[config.mk]
export PLATFORM = sky130hd
export DESIGN_NAME = mux_input_conditioner
export DESIGN_NICKNAME = d
export VERILOG_FILES = /design/src/rtl/mux_input_conditioner.sv
export SDC_FILE = /design/constraint.sdc
export NUM_CORES = 1
export LEC_CHECK = 0
export CORE_MARGIN = 5
export CORE_UTILIZATION = 56
export DETAILED_ROUTE_END_ITERATION = 6
export PLACE_DENSITY_LB_ADDON = 0.05
export SYNTH_ARGS = -nofsm -noshare
export SYNTH_HDL_FRONTEND = slang
export SYNTH_SLANG_ARGS = --single-unit
[constraint.sdc]
create_clock -name clk -period 3.3 [get_ports clk]
set_input_delay 0.66 -clock clk [delete_from_list [all_inputs] [get_ports clk]]
set_output_delay 0.66 -clock clk [all_outputs]
set_load 0.05 [all_outputs]
[src/rtl/mux_input_conditioner.sv]
// mux_input_conditioner: synchronizes and debounces the select and data pads
// that feed the 2:1 mux tile, and flags every select transition with a pulse.
// Optional feature: define MUX_COND_TOGGLE_EN to build the toggle select mode.
// Without it the mode pad is ignored and s_out always follows the debounced select.
module mux_input_conditioner #(
  parameter int DEBOUNCE_CYCLES = 16,
  parameter int CNT_W           = $clog2(DEBOUNCE_CYCLES)
) (
  input  logic clk,
  input  logic rst,
  input  logic sel_raw,
  input  logic i0_raw,
  input  logic i1_raw,
  input  logic mode,
  output logic s_out,
  output logic i0_out,
  output logic i1_out,
  output logic sel_change
);

  // Terminal count: a mismatch seen with the counter here is accepted.
  localparam logic [CNT_W-1:0] CNT_LAST = CNT_W'(DEBOUNCE_CYCLES - 1);

  // Channel index: 0 = sel, 1 = i0, 2 = i1.
  logic [2:0]       sync1_d, sync1_q;
  logic [2:0]       sync2_d, sync2_q;
  logic [2:0]       deb_d, deb_q;
  logic [CNT_W-1:0] cnt_d [3];
  logic [CNT_W-1:0] cnt_q [3];
  logic             s_d, s_q;
  logic             sel_change_d, sel_change_q;
  logic             toggle_mode;

`ifdef MUX_COND_TOGGLE_EN
  logic mode_sync1_d, mode_sync1_q;
  logic mode_sync2_d, mode_sync2_q;

  // Mode is quasi-static, so it is only synchronized, never debounced.
  always_comb begin
    mode_sync1_d = mode;
    mode_sync2_d = mode_sync1_q;
  end

  // Two-flop synchronizer for the mode pad.
  always_ff @(posedge clk or posedge rst) begin
    if (rst) begin
      mode_sync1_q <= 1'b0;
      mode_sync2_q <= 1'b0;
    end else begin
      mode_sync1_q <= mode_sync1_d;
      mode_sync2_q <= mode_sync2_d;
    end
  end

  assign toggle_mode = mode_sync2_q;
`else
  logic unused_mode;
  assign unused_mode = mode;
  assign toggle_mode = 1'b0;
`endif

  // Synchronizer inputs and per-channel debounce: a level is accepted only
  // after it differs from the debounced value for DEBOUNCE_CYCLES evaluations.
  always_comb begin
    sync1_d = {i1_raw, i0_raw, sel_raw};
    sync2_d = sync1_q;
    deb_d   = deb_q;
    for (int c = 0; c < 3; c++) begin
      cnt_d[c] = '0;
      if (sync2_q[c] != deb_q[c]) begin
        if (cnt_q[c] == CNT_LAST) begin
          deb_d[c] = sync2_q[c];
        end else begin
          cnt_d[c] = cnt_q[c] + CNT_W'(1);
        end
      end
    end
  end

  // Select output: level mode follows the next debounced select; toggle mode
  // flips only on a debounced rising edge. The change pulse is registered so
  // it lines up with the first cycle s_out shows its new value.
  always_comb begin
    s_d = deb_d[0];
    if (toggle_mode) begin
      s_d = s_q;
      if (deb_d[0] && !deb_q[0]) begin
        s_d = ~s_q;
      end
    end
    sel_change_d = s_d ^ s_q;
  end

  // All conditioning state; reset drops every output immediately.
  always_ff @(posedge clk or posedge rst) begin
    if (rst) begin
      sync1_q      <= '0;
      sync2_q      <= '0;
      deb_q        <= '0;
      cnt_q[0]     <= '0;
      cnt_q[1]     <= '0;
      cnt_q[2]     <= '0;
      s_q          <= 1'b0;
      sel_change_q <= 1'b0;
    end else begin
      sync1_q      <= sync1_d;
      sync2_q      <= sync2_d;
      deb_q        <= deb_d;
      cnt_q[0]     <= cnt_d[0];
      cnt_q[1]     <= cnt_d[1];
      cnt_q[2]     <= cnt_d[2];
      s_q          <= s_d;
      sel_change_q <= sel_change_d;
    end
  end

  assign s_out      = s_q;
  assign i0_out     = deb_q[1];
  assign i1_out     = deb_q[2];
  assign sel_change = sel_change_q;

endmodule

==> results_dict.tcl <==
set metrics [dict create \
    num_vias 490 \
    drt-pass1-iter-count 3 \
    layout-drive-gt1-share_pct 12.3 \
    hold_buffers 0 \
    grt.total_usage_pct 12.3 \
    fin_tns_setup_ps 0 \
    critPathLaunchType "flop" \
    numPortBuffers 8 \
    ant_nets 0 \
    path_buf_inv 1 \
    place.gp.congestion 0.744 \
    drt_wl_total_um 1170 \
    wl_per_cell_um 13.1 \
    htree_num_levels 1 \
    p_leak_nw 0.446 \
    yosysWarnings 0 \
    grt_max_degree 23 \
    critPathTopFamily "buffers and inverters" \
    dieArea_um2 2390 \
    setup_viol 0 \
    first_iter_violations 3 \
    finClkSkew_ps 2.14 \
    pwr-share-seq_pct 62.8 \
    internal_power_mw 0.365 \
    clockPowerShare_pct 30.4 \
    rr_worst_depth 3 \
    clk_latency_ps 300 \
    setup.worst_path.end_class "primary output" \
    slew_headroom_pct 46.7 \
    synthCells 61 \
    fp.dieW_um 48.9 \
    cts-root-buf "clkbuf_4" \
    drc_errors 0 \
    antenna_found_initial 0 \
    swShare_pct 21.6 \
    cts_repair_resize_count 0 \
    path_clk_slew_ps 110 \
    power.density_nw_per_um2 474 \
    cts_tree "yes" \
    p_sw_mw 0.101 \
    hp-class "reg2reg" \
    endpoint "i0_out" \
    synthesis.nets 70 \
    worstPathMaxFanout 3 \
    synth.cell_area_um2 848 \
    io-pin-count 10 \
    path_cells "clkdlybuf4s50_1" \
    finalNetCount 83 \
    grt-ovfl-total 0 \
    synthToLayoutAreaGrowth_pct 16.1 \
    start_util_pct 57.7 \
    yosysSeqAreaShare_pct 64.9 \
    crit_type "reg2out" \
    r2r_start "cnt_q[8]" \
    hold_violations 0 \
    outcome "completed" \
    num_rows 14 \
    multiInputGateArea_um2 287 \
    finalCriticalPeriod_ps 2190 \
    power_frac_comb_pct 6.7 \
    place_hpwl_um 868 \
    cts_buffers 3 \
    rsz0062_at_grt "no" \
    max_freq_ghz 0.457 \
    report.final.slew_viol_count 0 \
    r2r_end "deb_q[0]" \
    dp_cells 85 \
    vdd_drop_max_mv 0.326 \
    fill_cells 119 \
    crit_path_top_delay_cell "clkdlybuf4s50_1" \
    worstMarginPinSlew_ps 799 \
    worstPathRequired_ps 2640 \
    ys_types 17 \
    cts_max_path_buffers 2 \
    antenna_cells 0 \
    cts_setup_buffers 0 \
    die_y_um 48.9 \
    maxCapViolCount 0 \
    total_power_mw 0.466 \
    cp.arrival_ps 1530 \
    path_depth 1 \
    synth-seq-cells 22 \
    post-route-period-util_pct 66.2 \
    first_global_vias 533 \
    max_stage_delay_ps 820 \
    grt_pass1_wl_um 2290 \
    cts_sinks 22 \
    rrSetupSlack_ps 2090 \
    final_core_util_pct 66.9 \
    crit_start "deb_q[1]" \
    via_per_inst 5.51 \
    postSynthAreaPerCell_um2 13.9 \
    regArea_um2 551 \
    instances_no_fill 89 \
    core_um2 1470 \
]
## state kept, by name (all words and copies together) (netlist names)
register / flops
sync2_q: 3
cnt_q: 12
deb_q: 3
sync1_q: 3
sel_change: 1
## cell usage after synthesis
master / count / share of area [%]
inv_1: 3 / 1.3
xnor2_1: 6 / 6.2
nor2b_1: 3 / 2.2
a21oi_1: 4 / 2.4
nor3b_1: 2 / 1.8
a311oi_1: 1 / 1.0
nand3_2: 1 / 1.2
nand4b_1: 2 / 2.1
nor3b_2: 1 / 1.5
nor2_1: 4 / 1.8
ha_1: 3 / 4.4
a21o_1: 1 / 0.89
a31oi_1: 1 / 0.74
nand3_1: 2 / 1.2
o21ai_0: 2 / 1.2
dfrtp_1: 22 / 65
mux2_4: 3 / 5.3
## cells by family (layout without fill, tap and decap cells)
logic type,after synthesis,count (layout),share of synthesized area (%)
flip-flops,22,22,64.9
AND/OR/NAND/NOR,15,15,11.7
AO/OA/AOI/OAI,9,9,6.20
XOR/XNOR,6,6,6.19
adder cells (fa/ha/maj),3,3,4.43
multiplexers,3,3,5.31
buffers and inverters,3,15,1.33
## power by group through the flow
stage,combinational (mW),clock [mW],sequential (mW)
final,0.0314,0.142,0.293
after global routing,0.0377,0.165,0.295
after CTS,0.0323,0.149,0.293
after detailed placement,0.0320,0,0.298
after global placement,0.0310,0,0.297
after floorplan,0.0227,0,0.296
## metrics by stage
step	area (um^2)	setup slack [ps]	hold WS (ps)
2_1_floorplan	848	2010	331
3_3_place_gp	948	1450	332
3_5_place_dp	948	1440	337
4_1_cts	985	1090	365
5_1_grt	985	1050	382
6_report	985	1110	362
## cell usage in the layout, fill, tap and decap left out, types with 2 or more instances in the layout
cell type | Yosys | routed
a21oi_1 | 4 | 4
clkbuf_4 | 0 | 3
clkdlybuf4s50_1 | 0 | 8
dfrtp_1 | 22 | 22
ha_1 | 3 | 3
inv_1 | 3 | 3
mux2_4 | 3 | 3
nand3_1 | 2 | 2
nand4b_1 | 2 | 2
nor2_1 | 4 | 4
nor2b_1 | 3 | 3
nor3b_1 | 2 | 2
o21ai_0 | 2 | 2
xnor2_1 | 6 | 6
## final cells by class
| cell class | instances | share of cell area [%] |
|---|---|---|
| repair buffers | 8 | 8.13 |
| flip-flops and latches | 22 | 55.9 |
| clock buffers | 4 | 3.68 |
| inverters | 3 | 1.14 |
| well taps | 16 | 2.03 |
| multi-input cells | 36 | 29.1 |
## how the worst min path moves through the flow
stage	from	end	slack (ps)	depth (start not counted)
detailed placement	sync1_q[2]	sync2_q[2]	340	0
finish	sync1_q[2]	sync2_q[2]	360	0
global route	sync1_q[1]	sync2_q[1]	380	0
floorplan	sync1_q[0]	sync2_q[0]	330	0
CTS	sync1_q[2]	sync2_q[2]	360	0
global placement	sync1_q[0]	sync2_q[0]	330	0
## layer usage
| metal | wire length (um) | global-route usage [%] |
|---|---|---|
| met1 | 525 | 14.9 |
| met2 | 576 | 19.3 |
| met3 | 53 | 3.06 |
| met4 | 14 | 8.07 |
| met5 | 0 | 0 |
Power figures use the tool's default switching activity.
